**src/rtl/CellProcessingPkg.sv**
```systemverilog
// Shared types for the cell processing datapath and its dispatch controller.
// The dispatch controller FSM state type lives here alongside the datapath
// types so that benches and debug logic can decode dbg_state directly.
package CellProcessingPkg;

    typedef logic [7:0] pixel_t;

    // A 3x3 neighbourhood, element 4 is the centre pixel.
    typedef pixel_t [8:0] cellDepth;

    typedef logic [7:0] userInput_t;

    typedef enum logic [2:0] {
        OP_PASS = 3'd0,
        OP_ADD  = 3'd1,
        OP_SUB  = 3'd2,
        OP_MAX  = 3'd3,
        OP_MIN  = 3'd4,
        OP_AVG  = 3'd5
    } opcodes_t;

    typedef enum logic [1:0] {
        IDLE  = 2'd0,
        RUN   = 2'd1,
        DRAIN = 2'd2,
        DONE  = 2'd3
    } ctrl_state_t;

    // Saturating 32-bit increment used by the optional stall counters.
    function automatic logic [31:0] sat_inc32(input logic [31:0] v);
        return (v == 32'hFFFF_FFFF) ? v : v + 32'd1;
    endfunction

endpackage

```
**src/rtl/cell_dispatch_ctrl_fifo.sv**
```systemverilog
// cell_result_fifo: first-word-fall-through result buffer between the cell
// processor and the downstream consumer. Depth must be a power of two so the
// pointers wrap for free. Memory is reset so the head reads zero after reset.
module cell_result_fifo
    import CellProcessingPkg::*;
#(
    parameter int  FIFO_DEPTH = 4,
    parameter type data_t     = pixel_t,
    localparam int PTR_W      = $clog2(FIFO_DEPTH),
    localparam int CNT_W      = PTR_W + 1
) (
    input  logic             clk,
    input  logic             rst,
    input  logic             push_i,
    input  data_t            data_i,
    input  logic             pop_i,
    output data_t            data_o,
    output logic             empty_o,
    output logic [CNT_W-1:0] count_o,
    output logic [CNT_W-1:0] count_next_o
);

    data_t            mem_q [FIFO_DEPTH];
    logic [PTR_W-1:0] wr_ptr_q, wr_ptr_d;
    logic [PTR_W-1:0] rd_ptr_q, rd_ptr_d;
    logic [CNT_W-1:0] count_q, count_d;
    logic             do_pop;

    assign do_pop       = pop_i && (count_q != '0);
    assign empty_o      = (count_q == '0);
    assign data_o       = mem_q[rd_ptr_q];
    assign count_o      = count_q;
    assign count_next_o = count_d;

    // Pointer and occupancy next-state; push+pop together leaves count alone.
    always_comb begin
        wr_ptr_d = wr_ptr_q;
        rd_ptr_d = rd_ptr_q;
        count_d  = count_q;
        if (push_i) begin
            wr_ptr_d = wr_ptr_q + PTR_W'(1);
        end
        if (do_pop) begin
            rd_ptr_d = rd_ptr_q + PTR_W'(1);
        end
        if (push_i && !do_pop) begin
            count_d = count_q + CNT_W'(1);
        end else if (!push_i && do_pop) begin
            count_d = count_q - CNT_W'(1);
        end
    end

    // Storage and pointer registers.
    always_ff @(posedge clk or posedge rst) begin
        if (rst) begin
            for (int i = 0; i < FIFO_DEPTH; i++) begin
                mem_q[i] <= '0;
            end
            wr_ptr_q <= '0;
            rd_ptr_q <= '0;
            count_q  <= '0;
        end else begin
            if (push_i) begin
                mem_q[wr_ptr_q] <= data_i;
            end
            wr_ptr_q <= wr_ptr_d;
            rd_ptr_q <= rd_ptr_d;
            count_q  <= count_d;
        end
    end

endmodule

```
**src/rtl/cell_dispatch_ctrl.sv**
```systemverilog
// cell_dispatch_ctrl: issues one frame of cell pairs to a fixed-latency cell
// processor and buffers its results in a FWFT FIFO.
// Handshakes (both sides): a transfer happens on a rising edge where valid
// and ready are both high; ready never depends on valid.
// Credit: in_ready only while in-flight issues plus buffered results are
// below FIFO_DEPTH, so every result has a reserved slot when it arrives.
// Optional macro CELL_DISPATCH_STATS_EN adds stat_stall_in/stat_stall_out.
module cell_dispatch_ctrl
    import CellProcessingPkg::*;
#(
    parameter int LATENCY    = 4,
    parameter int FIFO_DEPTH = 4,
    parameter int IMG_W      = 640,
    parameter int IMG_H      = 480
) (
    input  logic        clk,
    input  logic        rst,
    input  logic        start,
    input  opcodes_t    cfg_opcode,
    input  userInput_t  cfg_user,
    input  logic        in_valid,
    output logic        in_ready,
    input  cellDepth    in_cellA,
    input  cellDepth    in_cellB,
    output cellDepth    cp_cellA,
    output cellDepth    cp_cellB,
    output opcodes_t    cp_opcode,
    output userInput_t  cp_userInput,
    input  pixel_t      cp_pixel,
    output logic        out_valid,
    input  logic        out_ready,
    output pixel_t      out_pixel,
    output logic        busy,
    output logic        done,
    output ctrl_state_t dbg_state
`ifdef CELL_DISPATCH_STATS_EN
    ,
    output logic [31:0] stat_stall_in,
    output logic [31:0] stat_stall_out
`endif
);

    localparam int CNT_W = $clog2(FIFO_DEPTH) + 1;
    localparam int COL_W = (IMG_W > 1) ? $clog2(IMG_W) : 1;
    localparam int ROW_W = (IMG_H > 1) ? $clog2(IMG_H) : 1;

    ctrl_state_t      state_q, state_d;
    logic [COL_W-1:0] col_q, col_d;
    logic [ROW_W-1:0] row_q, row_d;
    logic [CNT_W-1:0] inflight_q, inflight_d;
    logic [LATENCY-1:0] vld_q, vld_d;
    cellDepth         cell_a_q, cell_b_q;
    opcodes_t         opcode_q;
    userInput_t       user_q;

    logic             start_accept;
    logic             issue;
    logic             last_cell;
    logic             push;
    logic             fifo_empty;
    logic [CNT_W-1:0] fifo_count, fifo_count_next;
    logic [CNT_W:0]   credit_used;

    assign start_accept = start && (state_q == IDLE);
    assign credit_used  = {1'b0, inflight_q} + {1'b0, fifo_count};
    assign in_ready     = (state_q == RUN) && (credit_used < (CNT_W + 1)'(FIFO_DEPTH));
    assign issue        = in_valid && in_ready;
    assign last_cell    = (col_q == COL_W'(IMG_W - 1)) && (row_q == ROW_W'(IMG_H - 1));
    // The oldest stage of the valid pipe marks a result on cp_pixel this cycle.
    assign push         = vld_q[LATENCY-1];

    assign cp_cellA     = cell_a_q;
    assign cp_cellB     = cell_b_q;
    assign cp_opcode    = opcode_q;
    assign cp_userInput = user_q;
    assign out_valid    = !fifo_empty;
    assign busy         = (state_q == RUN) || (state_q == DRAIN);
    assign done         = (state_q == DONE);
    assign dbg_state    = state_q;

    // Frame FSM; drain ends once nothing is in flight or buffered after this edge.
    always_comb begin
        state_d = state_q;
        unique case (state_q)
            IDLE:    if (start) state_d = RUN;
            RUN:     if (issue && last_cell) state_d = DRAIN;
            DRAIN:   if ((inflight_d == '0) && (fifo_count_next == '0)) state_d = DONE;
            DONE:    state_d = IDLE;
            default: state_d = IDLE;
        endcase
    end

    // Raster position of the next cell to issue; row holds on the final cell.
    always_comb begin
        col_d = col_q;
        row_d = row_q;
        if (start_accept) begin
            col_d = '0;
            row_d = '0;
        end else if (issue) begin
            if (col_q == COL_W'(IMG_W - 1)) begin
                col_d = '0;
                if (row_q != ROW_W'(IMG_H - 1)) begin
                    row_d = row_q + ROW_W'(1);
                end
            end else begin
                col_d = col_q + COL_W'(1);
            end
        end
    end

    // In-flight count and the LATENCY-deep issue tracker.
    always_comb begin
        inflight_d = inflight_q;
        if (issue && !push) begin
            inflight_d = inflight_q + CNT_W'(1);
        end else if (!issue && push) begin
            inflight_d = inflight_q - CNT_W'(1);
        end
        vld_d[0] = issue;
        for (int i = 1; i < LATENCY; i++) begin
            vld_d[i] = vld_q[i-1];
        end
    end

    // Control state registers.
    always_ff @(posedge clk or posedge rst) begin
        if (rst) begin
            state_q    <= IDLE;
            col_q      <= '0;
            row_q      <= '0;
            inflight_q <= '0;
            vld_q      <= '0;
        end else begin
            state_q    <= state_d;
            col_q      <= col_d;
            row_q      <= row_d;
            inflight_q <= inflight_d;
            vld_q      <= vld_d;
        end
    end

    // Cell processor operands: cells per issue, config held for the frame.
    always_ff @(posedge clk or posedge rst) begin
        if (rst) begin
            cell_a_q <= '0;
            cell_b_q <= '0;
            opcode_q <= OP_PASS;
            user_q   <= '0;
        end else begin
            if (start_accept) begin
                opcode_q <= cfg_opcode;
                user_q   <= cfg_user;
            end
            if (issue) begin
                cell_a_q <= in_cellA;
                cell_b_q <= in_cellB;
            end
        end
    end

    cell_result_fifo #(
        .FIFO_DEPTH (FIFO_DEPTH),
        .data_t     (pixel_t)
    ) u_fifo (
        .clk          (clk),
        .rst          (rst),
        .push_i       (push),
        .data_i       (cp_pixel),
        .pop_i        (out_ready),
        .data_o       (out_pixel),
        .empty_o      (fifo_empty),
        .count_o      (fifo_count),
        .count_next_o (fifo_count_next)
    );

`ifdef CELL_DISPATCH_STATS_EN
    logic [31:0] stall_in_q, stall_out_q;

    assign stat_stall_in  = stall_in_q;
    assign stat_stall_out = stall_out_q;

    // Saturating stall counters, restarted with each accepted frame.
    always_ff @(posedge clk or posedge rst) begin
        if (rst) begin
            stall_in_q  <= '0;
            stall_out_q <= '0;
        end else if (start_accept) begin
            stall_in_q  <= '0;
            stall_out_q <= '0;
        end else begin
            if ((state_q == RUN) && in_valid && !in_ready) begin
                stall_in_q <= sat_inc32(stall_in_q);
            end
            if (out_valid && !out_ready) begin
                stall_out_q <= sat_inc32(stall_out_q);
            end
        end
    end
`endif

endmodule

```
**config.mk**
```make
export PLATFORM = sky130hd
export DESIGN_NAME = cell_dispatch_ctrl
export DESIGN_NICKNAME = d
export VERILOG_FILES = /design/src/rtl/CellProcessingPkg.sv /design/src/rtl/cell_dispatch_ctrl_fifo.sv /design/src/rtl/cell_dispatch_ctrl.sv
export SDC_FILE = /design/constraint.sdc
export NUM_CORES = 1
export LEC_CHECK = 0
export CORE_MARGIN = 2
export CORE_UTILIZATION = 30
export CTS_BUF_LIST = sky130_fd_sc_hd__clkbuf_4
export CTS_CLUSTER_DIAMETER = 60
export DETAILED_ROUTE_END_ITERATION = 8
export PLACE_DENSITY = 0.68
export SYNTH_ARGS = -nofsm -noshare
export SYNTH_HDL_FRONTEND = slang
export SYNTH_HIERARCHICAL = 1
export SYNTH_SLANG_ARGS = --single-unit
```
**constraint.sdc**
```tcl
create_clock -name clk -period 9.7 [get_ports clk]
set_clock_uncertainty 0.15 [all_clocks]
set_input_delay 2.91 -clock clk [delete_from_list [all_inputs] [get_ports clk]]
set_output_delay 2.91 -clock clk [all_outputs]
set_load 0.01 [all_outputs]
```
==> metrics.md, run 1 <==
| Metric | Value |
|---|---|
| Static Leak | 0.00660 uW |
| Ys async rst share | 100% |
| Register area share after synthesis | 59.8% |
| Layout cells sized above 1 | 12.7% |
| Clock tree buffer depth | 3 |
| H-tree levels | 3 |
| RSZ-0062 raised after global routing | no |
| #FFs+latches synth | 222 |
| DRC Markers | 0 |
| Post-Synthesis Cells | 918 |
| CP endpoint kind | register |
| Starting Density | 30.4% |
| Arr. time, crit path | 6.12 ns |
| Number of buffers added on ports | 336 |
| Final Cycle Share | 58.9% |
| Cell at the slowest stage of the critical path | inv_4 |
| CTS tree | built |
| # rows | 64 |
| Fill cells | 2872 |
| Antenna viol nets, final | 0 |
| Top-level I/O count | 337 |
| WS Path Type | primary input to register |
| First-pass GRT wire length | 43.0 mm |
| Commonest non-fill, non-tap cell in the layout | nand2_1 |
| Most frequent cells in the layout | nand2_1, clkdlybuf4s50_1, dfrtp_1 |
| Hold-critical path depth | 0 |
| Nets | 1471 |
| Vias per inst | 4.45 |
| Setup violators final | 0 |
| Total GRT Usage | 16.4% |
| Placed Area | 0.0130 sq mm |
| Post-DP HPWL | 17.9 mm |
| Status | complete, no violations |
| Layout Area Growth over Synthesis | 48.6% |
| Largest net degree at the start of global routing | 126 |
| Drt pass-1 iters | 5 |
| Final setup TNS | 0 ns |
| Number of global-route vias before repair | 8124 |
| Most used DFF post-synth | dfrtp_1 |
| Cell area power density | 298 mW/mm^2 |
| Die height | 180 um |
| CTS Buf Count | 66 |
| Max-Cap Viols | 0 |
| Crit-path cells | clkdlybuf4s50_1 -> nand3_4 -> inv_4 -> and3_1 -> nand4_2 -> or4_1 -> nand2_1 |
| Clk sinks | 222 |
| Hold Crit Class | register to register |
| Die area | 0.0324 sq mm |
| CP Launch Point | in_valid |
| Worst-case reg-to-reg path depth | 8 |
| Avg Cell Area, Syn | 10.1 sq um |
| Startpoint type of the worst setup path | primary input |
| Maximum clock rate | 175 MHz |
| Hold_buf cts | 0 |
| DR vias | 7661 |
| Die W | 180 um |
| Syn Std Cell Area | 0.00928 sq mm |
| Worst path max stage delay | 0.85 ns |
| DRT Wirelength | 26.6 mm |
| Final Instance Area | 0.0138 sq mm |
| Critical Path End | row_q[7]$_DFFE_PP0P_ |
| Flop-to-flop setup slack | 5.58 ns |
| Least-Margin Pin Slew | 1.04 ns |
| Routed WL per cell | 15.5 um |
| Worst-skew pair later-pin latency | 0.63 ns |
| Critical Path RT | 10.11 ns |
| GPL Wtd Cong | 0.797 |
| Yosys cell types | 51 |
| CTS resizes | 0 |
| Endpoints failing hold | 0 |
| Total gr overflow | 0 |
| Worst reg2reg startpoint | inflight_q[2]$_DFF_PP0_ |
| Post-CTS Setup Inserts | 0 |
| Min cycle time layout | 5.72 ns |
| Synth warn | 6 |
| Max IR drop VDD | 0.129 mV |
| Starting DRT DRC Count | 396 |
| Initial antenna violation count | 2 |
| Post-synth EDFFs | 0 |
| CTS Root Buffer Type | clkbuf_4 |
| Net count after synthesis | 1104 |
| Reg2reg end | row_q[7]$_DFFE_PP0P_ |
| Clk pin slew, worst setup/hold paths | 0.07 ns |
| Max-slew headroom | 30.3% |
| Core footprint | 0.0305 sq mm |
| Fin. max-slew vios | 0 |
| Maximum fanout along the worst path | 71 |
-- power breakdown --
group / internal, uW / switching, uW
logic: 937 / 741
registers: 1310 / 248
clock network: 478 / 401
-- per-stage QoR --
| step | util (%) | total power [uW] | worst slack (ns) | hold WS, ns | cells |
|---|---|---|---|---|---|
| 6_report | 45.2 | 4110 | 3.98 | 0.181 | 1722 |
| 5_1_grt | 45.2 | 4430 | 3.77 | 0.194 | 1722 |
| 4_1_cts | 45.2 | 4190 | 3.99 | 0.184 | 1718 |
| 3_5_place_dp | 42.6 | 3270 | 3.31 | 0.185 | 1613 |
| 3_3_place_gp | 42.6 | 3220 | 3.36 | 0.184 | 1613 |
| 2_1_floorplan | - | 2350 | 1.67 | 0.181 | 918 |
-- per-layer routing --
layer  vias up  part of all wire (%)  GRT usage [%]
met5         -                     0              0
met3        53                    10           7.09
met2       307                    46           26.2
li1       3681                     -              -
met1      3620                    41           19.4
met4         0                   2.3           6.99
-- cells in the mapped netlist, types with 3 or more instances --
| cell | number | share of area (%) |
|---|---|---|
| a21oi_1 | 10 | 0.54 |
| and3_1 | 3 | 0.20 |
| buf_1 | 4 | 0.16 |
| buf_2 | 10 | 0.54 |
| buf_4 | 3 | 0.24 |
| clkbuf_1 | 22 | 0.89 |
| dfrtp_1 | 222 | 60 |
| ha_1 | 18 | 2.4 |
| inv_1 | 19 | 0.77 |
| mux2_2 | 27 | 3.3 |
| mux2_4 | 16 | 2.6 |
| mux4_2 | 8 | 1.9 |
| nand2_1 | 447 | 18 |
| nand3_1 | 7 | 0.38 |
| nand4_1 | 5 | 0.34 |
| nor2_1 | 21 | 0.85 |
| nor4_1 | 3 | 0.20 |
| o21ai_0 | 8 | 0.43 |
| or4_1 | 3 | 0.24 |
| xnor2_1 | 9 | 0.85 |
| xor2_1 | 12 | 1.1 |
-- sequential cells by signal (all words and copies together) (netlist names) --
signal           cells
u_fifo/wr_ptr_q      2
col_q               10
cp_opcode            3
u_fifo/rd_ptr_q      2
u_fifo/count_o       3
cp_cellA            72
row_q                9
cp_cellB            72
inflight_q           3
u_fifo/mem_q        32
dbg_state            2
cp_userInput         8
vld_q                4
-- cell type report --
type	count	area, sq um	area share (%)
repair buffers	341	3400	24.7
clock inverters	15	115	0.835
clock buffers	90	676	4.90
flip-flops and latches	222	5560	40.3
diodes	4	10.0	0.0726
well taps	396	495	3.59
multi-input cells	634	3460	25.1
inverters	20	85.1	0.617
-- cells by family after synthesis --
family,after synthesis,share of synthesized area [%]
flops,222,59.8
fa+ha+maj,18,2.43
mux,54,8.14
xor+xnor,21,1.98
compound gates,28,1.93
buf+inv,62,2.94
simple gates,513,22.7
-- worst max-delay path: cells and delay by family --
family | cells | cell delay (ns)
simple gates | 5 | 1.75
buf+inv | 2 | 1.42
-- how the worst min path moves through the flow --
stage	endpoint	start
after floorplan	vld_q[1]$_DFF_PP0_	vld_q[0]$_DFF_PP0_
after global placement	vld_q[1]$_DFF_PP0_	vld_q[0]$_DFF_PP0_
after detailed placement	vld_q[1]$_DFF_PP0_	vld_q[0]$_DFF_PP0_
after CTS	vld_q[3]$_DFF_PP0_	vld_q[2]$_DFF_PP0_
after global routing	vld_q[3]$_DFF_PP0_	vld_q[2]$_DFF_PP0_
final	vld_q[3]$_DFF_PP0_	vld_q[2]$_DFF_PP0_
No activity file was read; power rests on OpenSTA's default activity.
==> inputs of run 2 (changes only) <==
==> constraint.sdc (replaced) <==
create_clock -name clk -period 5.4 [get_ports clk]
set_clock_uncertainty 0.15 [all_clocks]
set_input_delay 1.62 -clock clk [delete_from_list [all_inputs] [get_ports clk]]
set_output_delay 1.62 -clock clk [all_outputs]
set_load 0.01 [all_outputs]
==> metrics.md, run 2 (synthesized netlist as in run 1, its figures left out) <==
| Metric | Value |
|---|---|
| Status | complete, no violations |
| Cell area power density | 533 mW/mm^2 (+79%) |
| RSZ-0062 raised after global routing | no |
| Fin. max-slew vios | 0 (unchanged) |
| Die area | 0.0324 sq mm (unchanged) |
| Flop-to-flop setup slack | 2.24 ns (-3.34 ns) |
| Clk pin slew, worst setup/hold paths | 0.06 ns (about the same) |
| Layout cells sized above 1 | 13.0% (+0.32 points) |
| DR vias | 7584 (-1.0%) |
| Starting DRT DRC Count | 239 (-40%) |
| Clock tree buffer depth | 3 (unchanged) |
| Nets | 1474 (+0.20%) |
| Die W | 180 um (unchanged) |
| DRT Wirelength | 26.7 mm (+0.35%) |
| Arr. time, crit path | 2.55 ns (-3.57 ns) |
| CTS tree | built |
| Number of global-route vias before repair | 8076 (-0.59%) |
| Antenna viol nets, final | 0 (unchanged) |
| Maximum fanout along the worst path | 5 (-93%) |
| Largest net degree at the start of global routing | 101 (-20%) |
| Layout Area Growth over Synthesis | 49.5% |
| Static Leak | 0.00663 uW (+0.45%) |
| Total GRT Usage | 16.6% (+0.15 points) |
| Top-level I/O count | 337 (unchanged) |
| Core footprint | 0.0305 sq mm (unchanged) |
| Placed Area | 0.0130 sq mm (+0.34%) |
| Vias per inst | 4.37 (-1.9%) |
| Max-slew headroom | 33.1% (+2.7 points) |
| CTS Buf Count | 66 (unchanged) |
| End of the worst hold path | vld_q[2]$_DFF_PP0_ |
| Endpoints failing hold | 0 (unchanged) |
| Setup violators final | 0 (unchanged) |
| Pre-CTS setup slack | 1.23 ns (-2.09 ns) |
| DRC Markers | 0 (unchanged) |
| HP Start | vld_q[1]$_DFF_PP0_ |
| Worst-skew pair later-pin latency | 0.62 ns (about the same) |
| Starting Density | 30.4% (unchanged) |
| Startpoint type of the worst setup path | register |
| Non-filler instance count after layout | 1737 (+0.87%) |
| Commonest non-fill, non-tap cell in the layout | nand2_1 |
| Hold_buf cts | 0 (unchanged) |
| Reg2reg end | col_q[5]$_DFFE_PP0P_ |
| Final Cycle Share | 80.1% |
| Worst reg2reg startpoint | inflight_q[2]$_DFF_PP0_ |
| Final Instance Area | 0.0139 sq mm (+0.63%) |
| Number of buffers added on ports | 336 (unchanged) |
| Final setup TNS | 0 ns (unchanged) |
| Max-Cap Viols | 0 (unchanged) |
| CP endpoint kind | output pin |
| Routed WL per cell | 15.4 um (-0.51%) |
| Post-DP HPWL | 18.2 mm (+1.2%) |
| Least-Margin Pin Slew | 1.00 ns (-0.0408 ns) |
| Hold-critical path depth | 0 (unchanged) |
| Initial antenna violation count | 6 (+4) |
| Placed cell count | 1616 (+0.19%) |
| Clk sinks | 222 (unchanged) |
| Die height | 180 um (unchanged) |
| Total gr overflow | 0 (unchanged) |
| Min cycle time layout | 4.32 ns |
| Setup slack after layout | 1.08 ns (-2.91 ns) |
| Min Hold Slack | 0.194 ns (+0.0133 ns) |
| Worst-case reg-to-reg path depth | 8 (unchanged) |
| H-tree levels | 3 (unchanged) |
| GPL Wtd Cong | 0.779 (-2.3%) |
| # rows | 64 (unchanged) |
| CTS resizes | 0 (unchanged) |
| Max IR drop VDD | 0.255 mV (+98%) |
| Critical Path RT | 3.63 ns (-6.48 ns) |
| CTS Root Buffer Type | clkbuf_4 |
| First-pass GRT wire length | 43.6 mm (+1.5%) |
| Hold Crit Class | register to register |
| WS Path Type | register to output pin |
| Maximum clock rate | 231 MHz |
| Most frequent cells in the layout | nand2_1, clkdlybuf4s50_1, dfrtp_1 |
| Drt pass-1 iters | 6 (+1) |
| Post-CTS Setup Inserts | 0 (unchanged) |
[run 2: routing by layer]
| layer | GRT usage [%] | vias to the layer above | routed length (um) | share of wire, % |
|---|---|---|---|---|
| met4 | 5.92 | 2 | 604 | 2.3 |
| met1 | 19.5 | 3555 | 11000 | 41 |
| met5 | 0 | - | 12 | 0.045 |
| met3 | 7.48 | 47 | 2670 | 10 |
| li1 | - | 3689 | - | - |
| met2 | 26.8 | 291 | 12400 | 47 |
[run 2: report_power, final]
| part | internal (uW) | leakage [uW] | switching [uW] |
|---|---|---|---|
| sequential | 2350 | 0.00280 | 436 |
| combinational | 1690 | 0.00335 | 1330 |
| clock | 848 | 0.000483 | 753 |
| total | 4880 | 0.00663 | 2520 |
[run 2: worst max path at each step]
stage,from,endpoint,cells after the start
2_1_floorplan,rst,col_q[0]$_DFFE_PP0P_,1
6_report,inflight_q[2]$_DFF_PP0_,in_ready,4
3_5_place_dp,in_valid,col_q[5]$_DFFE_PP0P_,7
4_1_cts,inflight_q[2]$_DFF_PP0_,in_ready,4
5_1_grt,inflight_q[2]$_DFF_PP0_,in_ready,4
3_3_place_gp,in_valid,col_q[5]$_DFFE_PP0P_,7
[run 2: layout make-up]
| class | count | area (sq um) |
|---|---|---|
| antenna | 5 | 12.5 |
| clock buffer | 93 | 698 |
| clock inverter | 23 | 133 |
| fill | 2903 | 16600 |
| inverter | 20 | 81.3 |
| multi-input combinational | 634 | 3460 |
| sequential | 222 | 5560 |
| tap | 396 | 495 |
| timing repair buffer | 344 | 3450 |
[run 2: through the flow]
stage	util, %	power [uW]
floorplan	-	4220
global placement	42.7	5800
detailed placement	42.7	5860
CTS	45.5	7540
global route	45.5	7960
finish	45.5	7400
[run 2: critical path, cell delays in order (launching register included)]
cell	delay [ns]
dfrtp_1	0.45
ha_1	0.36
nor4b_4	0.42
and2_1	0.18
clkdlybuf4s50_1	0.53
==> inputs of run 3 (changes only) <==
==> constraint.sdc (replaced) <==
create_clock -name clk -period 4.3 [get_ports clk]
set_clock_uncertainty 0.15 [all_clocks]
set_input_delay 1.29 -clock clk [delete_from_list [all_inputs] [get_ports clk]]
set_output_delay 1.29 -clock clk [all_outputs]
set_load 0.01 [all_outputs]
==> metrics.md, run 3 (synthesized netlist as in run 1, its figures left out) <==
| Metric | Value |
|---|---|
| Status | complete, no violations |
| Largest net degree at the start of global routing | 147 (+46%) |
| Arr. time, crit path | 2.58 ns (+0.03 ns) |
| Startpoint type of the worst setup path | register |
| CP endpoint kind | output pin |
| Antenna viol nets, final | 0 (unchanged) |
| Max-Cap Viols | 0 (unchanged) |
| Fin. max-slew vios | 0 (unchanged) |
| Endpoints failing hold | 0 (unchanged) |
| WS Path Type | register to output pin |
| Least-Margin Pin Slew | 0.991 ns (-0.0133 ns) |
| Pre-CTS setup slack | 0.457 ns (-0.769 ns) |
| Layout Area Growth over Synthesis | 50.7% |
| Nets | 1479 (+0.34%) |
| Non-filler instance count after layout | 1738 (+0.058%) |
| DR vias | 7693 (+1.4%) |
| Drt pass-1 iters | 5 (-1) |
| Cell area power density | 672 mW/mm^2 (+26%) |
| Post-CTS Setup Inserts | 0 (unchanged) |
| Setup violators final | 0 (unchanged) |
| CTS resizes | 0 (unchanged) |
| Total GRT Usage | 16.6% (+0.045 points) |
| Core footprint | 0.0305 sq mm (unchanged) |
| Routed WL per cell | 15.3 um (-0.56%) |
| Vias per inst | 4.43 (+1.4%) |
| CTS Root Buffer Type | clkbuf_4 |
| FF/Latch Area | 0.00556 sq mm (unchanged) |
| CTS Buf Count | 66 (unchanged) |
| Die W | 180 um (unchanged) |
| Die height | 180 um (unchanged) |
| CTS tree | built |
| Placed Area | 0.0131 sq mm (+0.67%) |
| Area of the multi-input gates | 0.00346 sq mm (unchanged) |
| Die area | 0.0324 sq mm (unchanged) |
| Total Power | 9400 uW (+27%) |
| Static Leak | 0.00670 uW (+1.1%) |
| Final Cycle Share | 93.6% |
| Maximum clock rate | 249 MHz |
| Maximum fanout along the worst path | 5 (unchanged) |
| GPL Wtd Cong | 0.777 (-0.26%) |
| Post-DP HPWL | 18.2 mm (about the same) |
| First-pass GRT wire length | 43.4 mm (-0.49%) |
| # rows | 64 (unchanged) |
| Clk sinks | 222 (unchanged) |
| Number of buffers added on ports | 336 (unchanged) |
| Critical Path RT | 2.86 ns (-0.77 ns) |
| Clk pin slew, worst setup/hold paths | 0.06 ns (about the same) |
| Initial antenna violation count | 3 (-3) |
| Starting Density | 30.4% (unchanged) |
| Layout cells sized above 1 | 13.8% (+0.78 points) |
| Min cycle time layout | 4.02 ns |
| Final setup TNS | 0 ns (unchanged) |
| Hold Crit Class | register to register |
| DRT Wirelength | 26.6 mm (-0.50%) |
| Top-level I/O count | 337 (unchanged) |
| Clock tree buffer depth | 3 (unchanged) |
| Max-slew headroom | 34.0% (+0.89 points) |
| H-tree levels | 3 (unchanged) |
| Most frequent cells in the layout | nand2_1, clkdlybuf4s50_1, dfrtp_1 |
| DRC Markers | 0 (unchanged) |
| Placed cell count | 1621 (+0.31%) |
| Total gr overflow | 0 (unchanged) |
| Max IR drop VDD | 0.314 mV (+23%) |
| Hold_buf cts | 0 (unchanged) |
| Final Instance Area | 0.0140 sq mm (+0.80%) |
| Worst-skew pair later-pin latency | 0.64 ns (+0.02 ns) |
| Starting DRT DRC Count | 299 (+25%) |
| Number of global-route vias before repair | 8202 (+1.6%) |
| Commonest non-fill, non-tap cell in the layout | nand2_1 |
| Setup slack after layout | 0.277 ns (-0.800 ns) |
| Fill cells | 2879 (-0.83%) |
| RSZ-0062 raised after global routing | no |
[run 3: power by group]
group / switching (uW) / internal, uW / total, uW
Combinational: 1670 / 2130 / 3800
Sequential: 547 / 2950 / 3500
Clock: 931 / 1170 / 2100
[run 3: path summary, 6_finish.rpt]
kind                       slack [ns]  cells after the start                           end                        start
max in group asynchronous        2.19                      3       cp_cellB[4]$_DFFE_PP0P_                          rst
setup / recovery                 0.28                      4                      in_ready      inflight_q[2]$_DFF_PP0_
setup reg to reg                 1.28                     10      dbg_state[1]$_DFFE_PP0P_  u_fifo/count_o[1]$_DFF_PP0_
hold / removal                   0.19                      0            vld_q[3]$_DFF_PP0_           vld_q[2]$_DFF_PP0_
min in group asynchronous        1.00                      3  u_fifo/mem_q[11]$_DFFE_PP0P_                          rst
hold reg to reg                  0.19                      0            vld_q[3]$_DFF_PP0_           vld_q[2]$_DFF_PP0_
[run 3: per-stage QoR]
stage          hold slack, ns  util, %
2_1_floorplan           0.181        -
3_3_place_gp            0.182     43.0
3_5_place_dp            0.186     43.0
4_1_cts                 0.188     45.8
5_1_grt                 0.198     45.9
6_report                0.188     45.9
[run 3: area by class of cell]
class | count | area share, %
Inverter | 20 | 0.581
Clock buffer | 99 | 5.31
Clock inverter | 16 | 0.850
Timing Repair Buffer | 349 | 25.3
Tap cell | 396 | 3.54
Antenna cell | 2 | 0.0358
Sequential cell | 222 | 39.7
Multi-Input combinational cell | 634 | 24.7
[run 3: critical path: stages (launching register included)]
cell and delay [ns]:
dfrtp_1 0.45, ha_1 0.35, nor4b_4 0.43, and2_1 0.18, clkdlybuf4s50_1 0.53
[run 3: layer usage]
metal | wire length, um | part of all wire (%) | vias up | track usage [%]
li1 | - | - | 3693 | -
met1 | 10600 | 40 | 3647 | 19.2
met2 | 12500 | 47 | 296 | 27.1
met3 | 2850 | 11 | 55 | 7.82
met4 | 590 | 2.2 | 2 | 5.79
met5 | 13 | 0.049 | - | 0
